$ cat config.mk
export PLATFORM = sky130hd
export DESIGN_NAME = jtlabrun_romarb_flat
export DESIGN_NICKNAME = d
export VERILOG_FILES = /design/src/rtl/jtlabrun_romarb_if.sv /design/src/rtl/jtlabrun_romarb.sv /design/src/flat_wrapper.sv
export SDC_FILE = /design/constraint.sdc
export NUM_CORES = 1
export LEC_CHECK = 0
export ABC_AREA = 1
export BUFFER_PORTS_ARGS = -buffer_cell sky130_fd_sc_hd__buf_2
export CAP_MARGIN = 20
export CORE_AREA = 2 2 148 150
export CTS_BUF_LIST = sky130_fd_sc_hd__clkbuf_8
export DETAILED_ROUTE_END_ITERATION = 8
export DIE_AREA = 0 0 150 152
export PLACE_DENSITY = 0.48
export SYNTH_ARGS = -nofsm -noshare
export SYNTH_HDL_FRONTEND = slang
export SYNTH_SLANG_ARGS = --single-unit
$ cat constraint.sdc
create_clock -name clk -period 3.6 [get_ports clk]
set_input_delay 0.18 -clock clk [delete_from_list [all_inputs] [get_ports clk]]
set_output_delay 0.18 -clock clk [all_outputs]
set_load 0.02 [all_outputs]
$ cat src/rtl/jtlabrun_romarb_if.sv
// Shared ROM read bus: main CPU byte port, GFX word port and the SDRAM read port.
// The arbiter uses the slave modport; clients and SDRAM controller use master.
interface jtlabrun_romarb_if #(
    parameter int MAIN_AW = 17,
    parameter int GFX_AW  = 20
);
    logic               flush;
    logic               main_cs;
    logic [MAIN_AW-1:0] main_addr;
    logic [7:0]         main_data;
    logic               main_ok;
    logic               gfx_cs;
    logic [GFX_AW-1:0]  gfx_addr;
    logic [31:0]        gfx_data;
    logic               gfx_ok;
    logic [21:0]        sdram_addr;
    logic               sdram_rd;
    logic               sdram_ack;
    logic               sdram_rdy;
    logic [31:0]        sdram_dout;

    modport slave (
        input  flush, main_cs, main_addr, gfx_cs, gfx_addr,
               sdram_ack, sdram_rdy, sdram_dout,
        output main_data, main_ok, gfx_data, gfx_ok, sdram_addr, sdram_rd
    );

    modport master (
        output flush, main_cs, main_addr, gfx_cs, gfx_addr,
               sdram_ack, sdram_rdy, sdram_dout,
        input  main_data, main_ok, gfx_data, gfx_ok, sdram_addr, sdram_rd
    );
endinterface

$ cat src/rtl/jtlabrun_romarb.sv
// Two-client ROM read arbiter with a one-word hit cache per client; hits are combinational, misses take IDLE+REQ+WAIT.
// sdram_rd is held until sdram_ack; clients stall on *_ok, and GFX is forced after STARVE_MAX main grants.
module jtlabrun_romarb #(
    parameter int          MAIN_AW    = 17,
    parameter int          GFX_AW     = 20,
    parameter logic [21:0] GFX_OFFSET = 22'h8000,
    parameter int          STARVE_MAX = 3
) (
    input  logic             clk,
    input  logic             rst,
    jtlabrun_romarb_if.slave bus
);
    localparam int MTW = MAIN_AW - 2;
    localparam int TW  = (MTW > GFX_AW) ? MTW : GFX_AW;
    localparam int SW  = $clog2(STARVE_MAX + 1);
    localparam logic [SW-1:0] SMAX = SW'(STARVE_MAX);

    typedef enum logic [1:0] {IDLE, REQ, WAIT} state_t;

    state_t             state_q, state_d;
    logic               sdram_rd_q, sdram_rd_d;
    logic [21:0]        sdram_addr_q, sdram_addr_d;
    logic               gnt_gfx_q, gnt_gfx_d;
    logic [TW-1:0]      lat_tag_q, lat_tag_d;
    logic               main_valid_q, main_valid_d;
    logic               gfx_valid_q, gfx_valid_d;
    logic [31:0]        main_cache_q, main_cache_d;
    logic [31:0]        gfx_cache_q, gfx_cache_d;
    logic [MTW-1:0]     main_tag_q, main_tag_d;
    logic [GFX_AW-1:0]  gfx_tag_q, gfx_tag_d;
    logic [SW-1:0]      starve_q, starve_d;

    logic [MTW-1:0] main_tag_in;
    logic           main_hit, gfx_hit, main_miss, gfx_miss, fill;

    assign main_tag_in = bus.main_addr[MAIN_AW-1:2];
    assign main_hit    = bus.main_cs & main_valid_q & (main_tag_in == main_tag_q);
    assign gfx_hit     = bus.gfx_cs & gfx_valid_q & (bus.gfx_addr == gfx_tag_q);
    assign main_miss   = bus.main_cs & ~main_hit;
    assign gfx_miss    = bus.gfx_cs & ~gfx_hit;

    assign bus.main_ok    = main_hit;
    assign bus.gfx_ok     = gfx_hit;
    assign bus.main_data  = main_cache_q[{bus.main_addr[1:0], 3'b000} +: 8];
    assign bus.gfx_data   = gfx_cache_q;
    assign bus.sdram_rd   = sdram_rd_q;
    assign bus.sdram_addr = sdram_addr_q;

    always_comb begin
        state_d      = state_q;
        sdram_rd_d   = sdram_rd_q;
        sdram_addr_d = sdram_addr_q;
        gnt_gfx_d    = gnt_gfx_q;
        lat_tag_d    = lat_tag_q;
        main_valid_d = main_valid_q;
        gfx_valid_d  = gfx_valid_q;
        main_cache_d = main_cache_q;
        gfx_cache_d  = gfx_cache_q;
        main_tag_d   = main_tag_q;
        gfx_tag_d    = gfx_tag_q;
        starve_d     = starve_q;
        fill         = 1'b0;

        case (state_q)
            IDLE: begin
                if (main_miss | gfx_miss) begin
                    if (main_miss && (!gfx_miss || starve_q < SMAX)) begin
                        gnt_gfx_d    = 1'b0;
                        lat_tag_d    = TW'(main_tag_in);
                        sdram_addr_d = 22'(main_tag_in);
                        starve_d     = gfx_miss ? starve_q + SW'(1) : '0;
                    end else begin
                        gnt_gfx_d    = 1'b1;
                        lat_tag_d    = TW'(bus.gfx_addr);
                        sdram_addr_d = GFX_OFFSET + 22'(bus.gfx_addr);
                        starve_d     = '0;
                    end
                    sdram_rd_d = 1'b1;
                    state_d    = REQ;
                end
            end
            REQ: begin
                // ack and rdy in the same cycle skip WAIT entirely
                if (bus.sdram_ack) begin
                    sdram_rd_d = 1'b0;
                    if (bus.sdram_rdy) begin
                        fill    = 1'b1;
                        state_d = IDLE;
                    end else begin
                        state_d = WAIT;
                    end
                end
            end
            WAIT: begin
                if (bus.sdram_rdy) begin
                    fill    = 1'b1;
                    state_d = IDLE;
                end
            end
            default: state_d = IDLE;
        endcase

        if (!gfx_miss) starve_d = '0;

        // Fill uses the tag latched at grant, so a moved address simply misses afterwards
        if (fill) begin
            if (gnt_gfx_q) begin
                gfx_cache_d = bus.sdram_dout;
                gfx_tag_d   = lat_tag_q[GFX_AW-1:0];
                gfx_valid_d = 1'b1;
            end else begin
                main_cache_d = bus.sdram_dout;
                main_tag_d   = lat_tag_q[MTW-1:0];
                main_valid_d = 1'b1;
            end
        end

        if (bus.flush) begin
            main_valid_d = 1'b0;
            gfx_valid_d  = 1'b0;
        end
    end

    always_ff @(posedge clk or posedge rst) begin
        if (rst) begin
            state_q      <= IDLE;
            sdram_rd_q   <= 1'b0;
            sdram_addr_q <= '0;
            gnt_gfx_q    <= 1'b0;
            lat_tag_q    <= '0;
            main_valid_q <= 1'b0;
            gfx_valid_q  <= 1'b0;
            main_cache_q <= '0;
            gfx_cache_q  <= '0;
            main_tag_q   <= '0;
            gfx_tag_q    <= '0;
            starve_q     <= '0;
        end else begin
            state_q      <= state_d;
            sdram_rd_q   <= sdram_rd_d;
            sdram_addr_q <= sdram_addr_d;
            gnt_gfx_q    <= gnt_gfx_d;
            lat_tag_q    <= lat_tag_d;
            main_valid_q <= main_valid_d;
            gfx_valid_q  <= gfx_valid_d;
            main_cache_q <= main_cache_d;
            gfx_cache_q  <= gfx_cache_d;
            main_tag_q   <= main_tag_d;
            gfx_tag_q    <= gfx_tag_d;
            starve_q     <= starve_d;
        end
    end
endmodule

$ cat src/flat_wrapper.sv
// flat-port wrapper written by rule: the top's interface ports become plain ports
module jtlabrun_romarb_flat 
#(
    parameter int          MAIN_AW    = 17,
    parameter int          GFX_AW     = 20,
    parameter logic [21:0] GFX_OFFSET = 22'h8000,
    parameter int          STARVE_MAX = 3
)
  (clk, rst, bus_flush, bus_main_cs, bus_main_addr, bus_gfx_cs, bus_gfx_addr, bus_sdram_ack, bus_sdram_rdy, bus_sdram_dout, bus_main_data, bus_main_ok, bus_gfx_data, bus_gfx_ok, bus_sdram_addr, bus_sdram_rd);
  jtlabrun_romarb_if #(.MAIN_AW(MAIN_AW), .GFX_AW(GFX_AW)) bus_i ();
  input  logic clk;
  input  logic rst;
  input wire logic [$bits(bus_i.flush)-1:0] bus_flush;
  input wire logic [$bits(bus_i.main_cs)-1:0] bus_main_cs;
  input wire logic [$bits(bus_i.main_addr)-1:0] bus_main_addr;
  input wire logic [$bits(bus_i.gfx_cs)-1:0] bus_gfx_cs;
  input wire logic [$bits(bus_i.gfx_addr)-1:0] bus_gfx_addr;
  input wire logic [$bits(bus_i.sdram_ack)-1:0] bus_sdram_ack;
  input wire logic [$bits(bus_i.sdram_rdy)-1:0] bus_sdram_rdy;
  input wire logic [$bits(bus_i.sdram_dout)-1:0] bus_sdram_dout;
  output wire logic [$bits(bus_i.main_data)-1:0] bus_main_data;
  output wire logic [$bits(bus_i.main_ok)-1:0] bus_main_ok;
  output wire logic [$bits(bus_i.gfx_data)-1:0] bus_gfx_data;
  output wire logic [$bits(bus_i.gfx_ok)-1:0] bus_gfx_ok;
  output wire logic [$bits(bus_i.sdram_addr)-1:0] bus_sdram_addr;
  output wire logic [$bits(bus_i.sdram_rd)-1:0] bus_sdram_rd;
  assign bus_i.flush = bus_flush;
  assign bus_i.main_cs = bus_main_cs;
  assign bus_i.main_addr = bus_main_addr;
  assign bus_i.gfx_cs = bus_gfx_cs;
  assign bus_i.gfx_addr = bus_gfx_addr;
  assign bus_i.sdram_ack = bus_sdram_ack;
  assign bus_i.sdram_rdy = bus_sdram_rdy;
  assign bus_i.sdram_dout = bus_sdram_dout;
  assign bus_main_data = bus_i.main_data;
  assign bus_main_ok = bus_i.main_ok;
  assign bus_gfx_data = bus_i.gfx_data;
  assign bus_gfx_ok = bus_i.gfx_ok;
  assign bus_sdram_addr = bus_i.sdram_addr;
  assign bus_sdram_rd = bus_i.sdram_rd;
  jtlabrun_romarb #(.MAIN_AW(MAIN_AW), .GFX_AW(GFX_AW), .GFX_OFFSET(GFX_OFFSET), .STARVE_MAX(STARVE_MAX)) u_core (.clk(clk), .rst(rst), .bus(bus_i));
endmodule
Word-level counts from Yosys, hierarchy flattened
Index checks and enable logic that the tools add are counted.
{"block": "word_totals", "reg_bits": 149, "latchBits": 0, "mem_bits_rw": 0, "romBits": 0, "inputBits": 76, "wordCells": 75, "n_memories": 0}
{"block": "classes", "n_addsub": 2, "mul": 0, "div": 0, "magnitude_cmp": 1, "n_eq_ne": 10, "n_shift": 1, "n_mux": 24, "n_bitwise": 10, "n_reduce_logical": 15}
{"op": "$shiftx A32 B6 Y8", "n": 1}
{"op": "$mux W22", "n": 1}
{"op": "$add A16 B20 Y21 const A", "n": 1}
{"op": "$eq A20 B20 Y1", "n": 1}
{"op": "$mux W20", "n": 1}
{"op": "$mux W2", "n": 8}
{"op": "$eq A15 B15 Y1", "n": 1}
{"op": "$reduce_and A2 Y1", "n": 6}
{"op": "$mux W1", "n": 11}
{"op": "$ne A2 B2 Y1 const B", "n": 5}
{"op": "$and A1 B1 Y1", "n": 6}
{"op": "$pmux W2 S3", "n": 1}
{"op": "$reduce_and A3 Y1", "n": 2}
{"op": "$reduce_bool A2 Y1", "n": 3}
{"op": "$pmux W1 S2", "n": 2}
{"op": "$not A1 Y1", "n": 3}
{"op": "$add A2 B1 Y2 const B", "n": 1}
{"op": "$eq A2 B1 Y1 const B", "n": 1}
{"op": "$eq A2 B2 Y1 const B", "n": 1}
{"op": "$logic_not A2 Y1", "n": 1}
{"op": "$lt A2 B2 Y1 const B", "n": 1}
{"op": "$ne A2 B1 Y1 const B", "n": 1}
{"op": "$logic_and A1 B1 Y1", "n": 1}
{"op": "$logic_not A1 Y1", "n": 1}
{"op": "other kinds (2)", "n": 2}

Longest topological paths before layout
Gate-level depths: netlist of the first run.
{"block": "logic_depth", "word_depth": 11, "mapped_depth": 14, "depth_no_buf": 13}

Least setup slack after synthesis of the first run
OpenSTA, ideal clock, no wires.
{"block": "synth_path", "path_kind": "register -> register", "startpoint": "register u_core.state_q[0]", "endpoint": "register u_core.gfx_cache_q[13] (netlist: u_core.bus.gfx_data[13])", "t_arrival_ns": 1.548, "required_time_ns": 3.467, "setup_slack_ns": 1.919, "path_stages_with_launch": 9, "n_path_buf": 2, "synth_period_minus_slack_ns": 1.681, "cell_sequence": "dfrtp_1 > inv_1 > ha_1 > nand2_1 > inv_1 > nand3_1 > clkbuf_1 > clkbuf_1 > o21ai_0"}
{"block": "synth_via", "elab_chain_len": 3}
{"element": "from (decl)", "line_no": "jtlabrun_romarb.sv:20", "source": "state_t state_q, state_d;"}
{"element": "from (signal assigned)", "line_no": "jtlabrun_romarb.sv:139", "source": "state_q <= state_d;"}
{"element": "$eq A2 B2 Y1 / $eq A2 B1 Y1 (equally long branches)", "line_no": "jtlabrun_romarb.sv:64", "source": "case (state_q)"}
{"element": "$pmux W1 S2 *", "line_no": "jtlabrun_romarb.sv:64"}
{"element": "$reduce_and A2 Y1 (no line) *"}
{"element": "to (signal assigned)", "line_no": "jtlabrun_romarb.sv:147", "source": "gfx_cache_q <= gfx_cache_d;"}
{"element": "to (decl)", "line_no": "jtlabrun_romarb.sv:28", "source": "logic [31:0] gfx_cache_q, gfx_cache_d;"}
Every way passes the cells marked *; elsewhere a longest branch is shown, timed or not.
A chain may end at the register's enable or synchronous reset.

Final worst setup path of the first run
{"block": "layout_path", "startpoint": "register u_core.state_q[1]", "endpoint": "register u_core.gfx_tag_q[14]"}
{"block": "layout_via", "elab_chain_len": 3}
{"element": "$eq A2 B2 Y1 / $eq A2 B1 Y1 (equally long branches)", "line_no": "jtlabrun_romarb.sv:64"}
{"element": "$pmux W1 S2 *", "line_no": "jtlabrun_romarb.sv:64"}
{"element": "$reduce_and A2 Y1 (no line) *"}
{"element": "to (signal assigned)", "line_no": "jtlabrun_romarb.sv:149", "source": "gfx_tag_q <= gfx_tag_d;"}
{"element": "to (decl)", "line_no": "jtlabrun_romarb.sv:30", "source": "logic [GFX_AW-1:0] gfx_tag_q, gfx_tag_d;"}
Marks and branches as above.

==> flow_metrics.py, run 1 <==
metrics = {
    "drt": {
        "detailed_route_vias_per_instance": 4.30,
        "drt_iter0_drc": 259,
        "finalWirelength_um": 17600,
        "route.vias.total": 5380,
        "drt_drc_violations_left": 0,
        "wl_cell_um": 14.1,
        "route.antenna.remaining_nets": 0,
        "detail_route.first_pass.iterations": 5,
    },
    "clock_network": {
        "tritoncts_num_sinks": 133,
        "cts-buffers-inserted": 17,
        "cts_post_setup_buffers_inserted": 0,
        "tritoncts_clock_tree": "yes",
        "cts.reportedPaths.clkPinSlew_ps": 80,
        "clock_insertion_delay_worst_skew_ps": 430,
        "post_cts.resized_instances": 0,
        "cts-root-buf": "sky130_fd_sc_hd__clkbuf_8",
        "clock_path_buffers": 2,
        "cts-htree-levels": 4,
    },
    "logic_synthesis": {
        "synthSimpleGateAreaFrac": 0.228,
        "netlist_top_cells_area": "sky130_fd_sc_hd__dfrtp_1 (52%), sky130_fd_sc_hd__nand2_1 (15%), sky130_fd_sc_hd__o21ai_0 (9.7%), sky130_fd_sc_hd__inv_1 (7.2%), sky130_fd_sc_hd__nand3_1 (3.1%)",
        "synth_fp_nets": 910,
        "post_synth_instance_area_mm2": 0.00643,
        "synthXorXnorAreaFrac": 0.00817,
        "synthDistinctLibCells": 30,
        "synth.yosys.warnings": 0,
        "synthMuxAreaShare": 0.00175,
        "post-synth-top-area-cell": "sky130_fd_sc_hd__dfrtp_1",
        "dominant_combinational_cell_family_by_area_after_synthesis": "simple AND/OR/NAND/NOR gates",
        "yosys.area_share.adder": 0.00972,
        "synthDominantCellAreaShare": 0.517,
        "seq_total_area_yosys": 0.517,
        "register_bit_total_from_synthesis": 133,
        "synthesis.instances": 829,
        "synth_compound_area_frac": 0.116,
        "post_synth.cell_area_avg_um2": 7.76,
    },
    "critical_path": {
        "cpMostUsedCell": "sky130_fd_sc_hd__nand2_1",
        "start_kind": "register",
        "worstSetupEndpointType": "register",
        "critPathSlowestCell": "sky130_fd_sc_hd__nand3_4",
        "data_arrival_time_at_the_worst_slack_endpoint_ps": 2570,
        "worstPathCellList": "inv_1 -> ha_1 -> nand2_1 -> nand2_1 -> nand3_4 -> buf_4 -> nand2_1 -> o21ai_0",
        "type_of_the_worst_setup_path": "register to register",
        "worstPathRequired_ps": 3900,
        "timing.critical_path.slowest_cell_delay_ps": 520,
        "crit_path_max_fanout": 57,
    },
    "floorplan": {
        "ios": 141,
        "dieArea_mm2": 0.0228,
        "die_width_um": 150,
        "num_rows": 54,
        "die_y_um": 152,
        "initial_utilization": 0.301,
        "core-area_mm2": 0.0214,
    },
    "global_route": {
        "grt_antenna_before_repair": 0,
        "grt_pass1_vias": 5277,
        "grt_pass1_wl_um": 28300,
        "grtUsageTotal": 0.160,
        "gr-total-overflow": 0,
        "largest_net_degree_at_the_start_of_global_routing": 96,
    },
    "timing": {
        "slew_headroom": 0.373,
        "tns_ps": 0,
        "final_period_minus_worst_setup_slack_ps": 2270,
        "clock-skew-final_ps": 15.5,
        "hold_violations": 0,
        "rsz0062_at_grt": "no",
        "final-max-slew-violation-count": 0,
        "period_share": 0.631,
        "tightestPinTransition_ps": 941,
        "setup_ws_ps": 1330,
        "max_freq_mhz": 440,
        "setup-violations-final": 0,
        "fin_worst_hold_slack_ps": 32.3,
    },
    "flow_run": {
        "timing.max_cap.violations": 0,
    },
    "place": {
        "io_buffers": 139,
        "detailed_place_hpwl_um": 12200,
        "pre_cts_slack_ps": 1300,
        "globalplace.congestion": 0.772,
    },
    "final_layout": {
        "area_growth_pct": 21.8,
        "multi_input_comb_area_mm2": 0.00236,
        "filler_cell_count": 2310,
        "final-seq-area_mm2": 0.00333,
        "antenna-diode-count": 0,
        "design.final.nets": 1041,
        "final_layout_size_suffix_gt1_frac": 0.201,
    },
    "min_path": {
        "worstHoldPathType": "primary input to register",
    },
    "outcome": {
        "status": "completed",
    },
    "power": {
        "worst_ir_drop_vdd_mv": 0.309,
        "power_density_mw_per_mm2": 774,
        "cellLeakagePower_nw": 4.30,
    },
}
## cell usage in the layout (no fill, tap or decap)
| master | count |
|---|---|
| sky130_fd_sc_hd__a21oi_2 | 1 |
| sky130_fd_sc_hd__bufinv_16 | 3 |
| sky130_fd_sc_hd__or2_0 | 1 |
| sky130_fd_sc_hd__nand2_1 | 258 |
| sky130_fd_sc_hd__mux2_2 | 1 |
| sky130_fd_sc_hd__clkinv_4 | 1 |
| sky130_fd_sc_hd__conb_1 | 1 |
| sky130_fd_sc_hd__buf_2 | 139 |
| sky130_fd_sc_hd__or2_2 | 1 |
| sky130_fd_sc_hd__o21ai_0 | 125 |
| sky130_fd_sc_hd__buf_12 | 1 |
| sky130_fd_sc_hd__nor2_1 | 43 |
| sky130_fd_sc_hd__nand3_2 | 2 |
| sky130_fd_sc_hd__xnor2_1 | 2 |
| sky130_fd_sc_hd__a21oi_1 | 6 |
| sky130_fd_sc_hd__inv_1 | 124 |
| sky130_fd_sc_hd__dlygate4sd3_1 | 17 |
| sky130_fd_sc_hd__nor3_1 | 1 |
| sky130_fd_sc_hd__o22ai_1 | 8 |
| sky130_fd_sc_hd__nand3_4 | 1 |
| sky130_fd_sc_hd__clkbuf_8 | 20 |
| sky130_fd_sc_hd__nor2_2 | 2 |
| sky130_fd_sc_hd__clkinv_2 | 4 |
| sky130_fd_sc_hd__nand2_2 | 9 |
| sky130_fd_sc_hd__inv_2 | 4 |
| sky130_fd_sc_hd__dfrtp_1 | 133 |
| sky130_fd_sc_hd__clkinvlp_4 | 2 |
| sky130_fd_sc_hd__ha_1 | 5 |
| sky130_fd_sc_hd__nand4_1 | 1 |
| sky130_fd_sc_hd__nand3_1 | 39 |
| sky130_fd_sc_hd__xor2_1 | 4 |
| sky130_fd_sc_hd__nand2_4 | 1 |
| sky130_fd_sc_hd__nand3b_1 | 2 |
| sky130_fd_sc_hd__o21ai_1 | 7 |
| sky130_fd_sc_hd__buf_4 | 3 |
## area by class of cell
class                      instances  area share
multi-input combinational        521       0.301
timing repair buffer             160       0.116
tap                              280      0.0447
clock buffer                      20      0.0351
inverter                         127      0.0613
sequential                       133       0.425
clock inverter                    11      0.0171
## path summary, 6_finish.rpt
check,from,endpoint,slack (ps),cells past startpoint
max in group asynchronous,rst,u_core.main_cache_q[15],2210,4
min,bus_sdram_dout[26],u_core.bus.gfx_data[26],30,3
min in group asynchronous,rst,u_core.bus.gfx_data[21],450,3
max reg2reg,u_core.state_q[1],u_core.gfx_tag_q[14],1330,8
max,u_core.state_q[1],u_core.gfx_tag_q[14],1330,8
min reg2reg,u_core.bus.gfx_data[29],u_core.bus.gfx_data[29],480,2
## cells in the mapped netlist
master / instances
sky130_fd_sc_hd__nor2_1: 43
sky130_fd_sc_hd__nand4_1: 1
sky130_fd_sc_hd__nand2_1: 258
sky130_fd_sc_hd__nand3_2: 2
sky130_fd_sc_hd__or2_2: 1
sky130_fd_sc_hd__nand3b_1: 2
sky130_fd_sc_hd__nand2_2: 9
sky130_fd_sc_hd__a21oi_1: 6
sky130_fd_sc_hd__o21ai_0: 125
sky130_fd_sc_hd__o22ai_1: 8
sky130_fd_sc_hd__a21oi_2: 1
sky130_fd_sc_hd__xor2_1: 4
sky130_fd_sc_hd__xnor2_1: 2
sky130_fd_sc_hd__or2_0: 1
sky130_fd_sc_hd__nand2_4: 1
sky130_fd_sc_hd__buf_6: 2
sky130_fd_sc_hd__clkbuf_1: 21
sky130_fd_sc_hd__buf_2: 2
sky130_fd_sc_hd__buf_4: 22
sky130_fd_sc_hd__buf_1: 1
sky130_fd_sc_hd__conb_1: 1
sky130_fd_sc_hd__o21ai_1: 7
sky130_fd_sc_hd__dfrtp_1: 133
sky130_fd_sc_hd__inv_2: 4
sky130_fd_sc_hd__nand3_1: 40
sky130_fd_sc_hd__nor2_2: 2
sky130_fd_sc_hd__ha_1: 5
sky130_fd_sc_hd__nor3_1: 1
sky130_fd_sc_hd__mux2_2: 1
sky130_fd_sc_hd__inv_1: 123
## per-stage QoR
step	std cells	utilization	cell area (um^2)	power, mW
3_5_place_dp	1204	0.340	7260	4.81
4_1_cts	1252	0.367	7840	6.18
3_3_place_gp	1204	0.340	7260	4.78
6_report	1252	0.367	7840	6.07
2_1_floorplan	829	-	6440	4.14
5_1_grt	1252	0.367	7840	6.60
## registers in the layout, indices dropped and copies added, names as in the netlist
register               count
u_core.main_valid_q        1
u_core.gnt_gfx_q           1
u_core.bus.sdram_addr      6
u_core.main_cache_q       32
u_core.lat_tag_q          20
u_core.main_tag_q         15
u_core.gfx_tag_q          20
u_core.starve_q            2
u_core.bus.sdram_rd        1
u_core.state_q             2
u_core.gfx_valid_q         1
u_core.bus.gfx_data       32
## logic make-up (layout without fill, tap and decap cells)
family / count (synthesis) / count (layout)
adders and majority gates: 5 / 5
other: 1 / 1
and+or+nand+nor: 361 / 361
xor gates and xnor gates: 6 / 6
muxes: 1 / 1
buffers and inverters: 175 / 318
AOI/OAI and AO/OA: 147 / 147
DFF: 133 / 133
## worst max-delay path, delay by kind of cell (launching register included)
family          cells  cell delay, ps
simple gates        4             840
buf+inv             2             590
flops               1             400
fa+ha+maj           1             200
compound gates      1              80
## power by group
part	leakage [nW]	switching, mW	total (mW)	internal [mW]
sequential	1.69	0.433	2.60	2.16
clock	0.217	0.589	1.32	0.729
combinational	2.40	1.40	2.15	0.750
total	4.30	2.42	6.07	3.64
## per-layer routing
layer | wire length, um | global-route usage
met2 | 8400 | 0.267
met4 | 210 | 0.0454
met1 | 8080 | 0.206
met3 | 935 | 0.0393
met5 | 0 | 0
## what timing repair did
| action | CTS | global route |
|---|---|---|
| endpoints found under the setup margin | 0 | 0 |
| hold buffers | 17 | 0 |
| hold endpoints to repair | 61 | 0 |
Power figures use the tool's default switching activity.
==> run 2: changes to the inputs <==
PLACE_DENSITY = 0.46   (was 0.48)
clock period = 2.1 ns   (was 3.6 ns; I/O delays follow)
==> flow_metrics.py, run 2 (same netlist as run 1, synthesis figures left out) <==
metrics = {
    "floorplan": {
        "num_rows": 54,
        "core-area_mm2": 0.0214,
        "initial_utilization": 0.301,
        "ios": 141,
        "die_width_um": 150,
        "die_y_um": 152,
        "dieArea_mm2": 0.0228,
    },
    "clock_network": {
        "cts-root-buf": "sky130_fd_sc_hd__clkbuf_8",
        "clock_path_buffers": 2,
        "cts_post_setup_buffers_inserted": 0,
        "tritoncts_clock_tree": "yes",
        "tritoncts_num_sinks": 133,
        "cts-buffers-inserted": 17,
        "cts-htree-levels": 4,
        "clock_insertion_delay_worst_skew_ps": 450,
        "cts.reportedPaths.clkPinSlew_ps": 80,
    },
    "timing": {
        "period_share": 0.900,
        "hold_violations": 0,
        "setup-violations-final": 0,
        "final_period_minus_worst_setup_slack_ps": 1890,
        "clock-skew-final_ps": 14.0,
        "tns_ps": 0,
        "final-max-slew-violation-count": 0,
        "rsz0062_at_grt": "no",
        "max_freq_mhz": 529,
    },
    "global_route": {
        "grt_antenna_before_repair": 0,
        "grt_pass1_wl_um": 29300,
        "largest_net_degree_at_the_start_of_global_routing": 62,
        "grtUsageTotal": 0.165,
        "grt_pass1_vias": 5487,
        "gr-total-overflow": 0,
    },
    "critical_path": {
        "critical_path.reg2reg.endpoint": "u_core.lat_tag_q[5]",
        "worstSetupEndpointType": "register",
        "timing.critical_path.slowest_cell_delay_ps": 370,
        "type_of_the_worst_setup_path": "register to register",
        "start_kind": "register",
        "crit_path_max_fanout": 13,
        "worstPathRequired_ps": 2480,
        "reg2reg_from": "u_core.gfx_tag_q[8]",
        "data_arrival_time_at_the_worst_slack_endpoint_ps": 2270,
        "critPathSlowestCell": "sky130_fd_sc_hd__dfrtp_1",
        "ff2ff_setup_slack_ps": 210,
        "cpMostUsedCell": "sky130_fd_sc_hd__nand2_1",
        "r2r.worst_path.cells": 14,
        "worstPathCellList": "inv_1 -> nand2_1 -> nand2_1 -> nor2_1 -> nand2_1 -> nor2_2 -> nand3_2 -> nand2_2 -> buf_4 -> nand2_2 -> nand2_2 -> buf_4 -> nand2_1 -> nand2_1",
        "setup.worst_path.start": "u_core.gfx_tag_q[8]",
    },
    "drt": {
        "wl_cell_um": 14.0,
        "drt_iter0_drc": 266,
        "drt_drc_violations_left": 0,
        "route.antenna.remaining_nets": 0,
        "finalWirelength_um": 18200,
        "detail_route.first_pass.iterations": 4,
        "detailed_route_vias_per_instance": 4.31,
        "route.vias.total": 5616,
    },
    "final_layout": {
        "layout.cells.most_common": "sky130_fd_sc_hd__nand2_1",
        "antenna-diode-count": 0,
        "mostFrequentLayoutCells": "sky130_fd_sc_hd__nand2_1 (258), sky130_fd_sc_hd__buf_2 (139), sky130_fd_sc_hd__dfrtp_1 (133)",
        "finalInstanceArea_mm2": 0.00845,
        "area_growth_pct": 31.3,
        "final_layout_size_suffix_gt1_frac": 0.205,
        "design.final.nets": 1091,
        "filler_cell_count": 2260,
    },
    "power": {
        "power_density_mw_per_mm2": 1260,
        "worst_ir_drop_vdd_mv": 0.611,
        "cellLeakagePower_nw": 4.55,
    },
    "min_path": {
        "hp-start": "bus_gfx_addr[14]",
        "worstHoldPathType": "primary input to register",
        "min_delay_worst_endpoint": "u_core.lat_tag_q[14]",
        "timing.hold.worst_path_depth": 5,
    },
    "outcome": {
        "status": "completed",
    },
    "place": {
        "globalplace.congestion": 0.766,
        "io_buffers": 139,
        "detailed_place_hpwl_um": 12900,
        "place_area_mm2": 0.00745,
    },
    "flow_run": {
        "timing.max_cap.violations": 0,
    },
}
==> run 2: power by group <==
| part | leakage, nW | internal [mW] | total (mW) | switching, mW |
|---|---|---|---|---|
| clock network | 0.194 | 1.21 | 2.33 | 1.12 |
| registers | 1.69 | 3.71 | 4.47 | 0.764 |
| logic | 2.66 | 1.43 | 3.88 | 2.44 |
| total | 4.55 | 6.36 | 10.7 | 4.33 |
==> run 2: layout make-up <==
type / instances / area, um^2 / area share
flip-flops and latches: 133 / 3330 / 0.394
multi-input cells: 521 / 2370 / 0.281
repair buffers: 210 / 1490 / 0.177
inverters: 127 / 480 / 0.0569
well taps: 280 / 350 / 0.0415
clock buffers: 18 / 248 / 0.0293
clock inverters: 14 / 175 / 0.0207
==> run 2: timing repair <==
item,in CTS,in global routing
endpoints found under the hold margin,219,0
setup endpoints to repair,0,15
hold buffers,56,0
resized for setup,0,2
==> run 2: stage by stage <==
step / total power [mW] / hold slack, ps / util / std cells / setup slack, ps
4_1_cts: 10.9 / 3.16 / 0.395 / 1303 / 1.06
2_1_floorplan: 7.10 / 168 / - / 829 / 344
3_3_place_gp: 8.33 / 43.4 / 0.349 / 1215 / 47.5
5_1_grt: 11.6 / 8.42 / 0.396 / 1303 / 45.0
6_report: 10.7 / 20.7 / 0.396 / 1303 / 210
3_5_place_dp: 8.38 / 46.2 / 0.349 / 1215 / 26.7
==> run 2: worst max-delay path: cells and delay by family (launching register included) <==
kind          cells  cell delay, ps
buf+inv           3             420
simple gates     11            1010
flops             1             370
==> run 2: per-layer routing <==
metal  wire length [um]  GRT usage  part of all wire  vias up
li1                   -          -                 -     2908
met2               8710      0.269              0.48      138
met4                182     0.0382             0.010        0
met1               8280      0.218              0.45     2555
met5                  0          0                 0        -
met3               1070     0.0435             0.058       15
==> run 2: worst max path at each step <==
stage / end / slack (ps) / cells past startpoint
final: u_core.lat_tag_q[5] / 210 / 14
after global routing: u_core.lat_tag_q[11] / 50 / 10
after CTS: u_core.lat_tag_q[11] / 1 / 10
after detailed placement: u_core.lat_tag_q[11] / 30 / 10
after global placement: u_core.lat_tag_q[4] / 50 / 10
after floorplan: u_core.bus.gfx_data[0] / 340 / 1
==> run 3: changes to the inputs <==
CORE_AREA = 2 2 165 134   (was 2 2 148 150)
DIE_AREA = 0 0 167 136   (was 0 0 150 152)
==> flow_metrics.py, run 3 (same netlist as run 1, synthesis figures left out) <==
metrics = {
    "clock_network": {
        "cts-buffers-inserted": 17,
        "clock_insertion_delay_worst_skew_ps": 450,
        "clock_path_buffers": 2,
        "tritoncts_num_sinks": 133,
        "cts-root-buf": "sky130_fd_sc_hd__clkbuf_8",
        "cts.reportedPaths.clkPinSlew_ps": 90,
        "cts-htree-levels": 4,
        "tritoncts_clock_tree": "yes",
    },
    "critical_path": {
        "crit_path_max_fanout": 3,
        "reg2reg_from": "u_core.gfx_tag_q[3]",
        "data_arrival_time_at_the_worst_slack_endpoint_ps": 1820,
        "worstPathRequired_ps": 2000,
        "type_of_the_worst_setup_path": "register to primary output",
        "start_kind": "register",
        "worstSetupEndpointType": "primary output",
        "setup.worst_path.start": "u_core.gfx_tag_q[3]",
    },
    "timing": {
        "rsz0062_at_grt": "no",
        "tns_ps": 0,
        "final_period_minus_worst_setup_slack_ps": 1920,
        "setup_ws_ps": 177,
        "clock-skew-final_ps": 9.80,
        "hold_violations": 0,
        "max_freq_mhz": 520,
        "period_share": 0.916,
        "final-max-slew-violation-count": 0,
        "setup-violations-final": 0,
        "tightestPinTransition_ps": 554,
        "slew_headroom": 0.630,
    },
    "global_route": {
        "grt_antenna_before_repair": 0,
        "grt_pass1_wl_um": 29600,
        "grt_pass1_vias": 5266,
        "grtUsageTotal": 0.169,
        "largest_net_degree_at_the_start_of_global_routing": 59,
        "gr-total-overflow": 0,
    },
    "drt": {
        "drt_drc_violations_left": 0,
        "route.vias.total": 5577,
        "route.antenna.remaining_nets": 0,
        "wl_cell_um": 14.4,
        "detailed_route_vias_per_instance": 4.30,
        "detail_route.first_pass.iterations": 5,
        "finalWirelength_um": 18600,
        "drt_iter0_drc": 462,
    },
    "place": {
        "io_buffers": 139,
        "detailed_place_hpwl_um": 13300,
        "pre_cts_slack_ps": 113,
        "place_inst": 1214,
        "globalplace.congestion": 0.762,
    },
    "floorplan": {
        "core-area_mm2": 0.0212,
        "ios": 141,
        "num_rows": 48,
        "dieArea_mm2": 0.0227,
        "die_y_um": 136,
        "die_width_um": 167,
        "initial_utilization": 0.303,
    },
    "min_path": {
        "worstHoldPathType": "primary input to register",
        "hp-start": "bus_main_addr[9]",
    },
    "final_layout": {
        "final_cell_count_no_fill": 1296,
        "filler_cell_count": 2219,
        "antenna-diode-count": 0,
        "final_layout_size_suffix_gt1_frac": 0.211,
        "mostFrequentLayoutCells": "sky130_fd_sc_hd__nand2_1 (258), sky130_fd_sc_hd__buf_2 (139), sky130_fd_sc_hd__dfrtp_1 (133)",
        "area_growth_pct": 30.3,
        "design.final.nets": 1089,
        "layout.cells.most_common": "sky130_fd_sc_hd__nand2_1",
    },
    "flow_run": {
        "timing.max_cap.violations": 0,
    },
    "power": {
        "report.power.total_mw": 10.6,
        "cellLeakagePower_nw": 4.54,
        "worst_ir_drop_vdd_mv": 0.449,
        "power_density_mw_per_mm2": 1270,
    },
    "outcome": {
        "status": "completed",
    },
}
[run 3: metrics by stage]
stage | hold slack, ps | utilization | cell area [um^2]
6_report | 27.9 | 0.395 | 8380
5_1_grt | 31.9 | 0.395 | 8380
4_1_cts | 5.32 | 0.395 | 8370
3_5_place_dp | 188 | 0.352 | 7460
3_3_place_gp | 193 | 0.352 | 7460
2_1_floorplan | 168 | - | 6440
[run 3: cell type report]
cell class	count	area, um^2	share of cell area
clock inverters	15	169	0.0201
flip-flops and latches	133	3330	0.397
well taps	275	344	0.0410
inverters	127	480	0.0573
clock buffers	17	234	0.0279
multi-input cells	521	2370	0.283
repair buffers	208	1460	0.174
[run 3: report_power, final]
group | total (mW) | internal, mW | switching (mW)
Combinational | 3.93 | 1.46 | 2.47
Clock | 2.25 | 1.09 | 1.16
Sequential | 4.47 | 3.71 | 0.764
Total | 10.6 | 6.25 | 4.40
[run 3: repair_timing]
action | in CTS | in global routing
gates resized for setup | 0 | 4
endpoints found under the setup margin | 0 | 18
setup buffers | 0 | 0
hold endpoints to repair | 103 | 0
hold buffers | 50 | 0
[run 3: worst paths after layout]
check,to,slack [ps],depth (start not counted)
min reg2reg,u_core.bus.gfx_data[30],490,2
max,bus_gfx_ok,180,9
min in group asynchronous,u_core.bus.gfx_data[24],250,3
min,u_core.lat_tag_q[7],30,5
max in group asynchronous,u_core.main_tag_q[7],1150,4
max reg2reg,u_core.lat_tag_q[10],180,12
[run 3: critical path, stage by stage (launching register included)]
cell and delay, ps:
sky130_fd_sc_hd__dfrtp_1 410, sky130_fd_sc_hd__nand2_1 70, sky130_fd_sc_hd__nand2_1 60, sky130_fd_sc_hd__nor2_2 200, sky130_fd_sc_hd__nand2_1 80, sky130_fd_sc_hd__nor2_1 110
sky130_fd_sc_hd__nand3_2 100, sky130_fd_sc_hd__buf_4 160, sky130_fd_sc_hd__inv_1 40, sky130_fd_sc_hd__buf_2 150
[run 3: layer usage]
metal / share of wire / wire length, um / vias to the layer above / GRT usage
li1: - / - / 2909 / -
met1: 0.56 / 10400 / 2539 / 0.273
met2: 0.39 / 7220 / 117 / 0.224
met3: 0.043 / 808 / 12 / 0.0320
met4: 0.011 / 196 / 0 / 0.0426
met5: 0 / 0 / - / 0
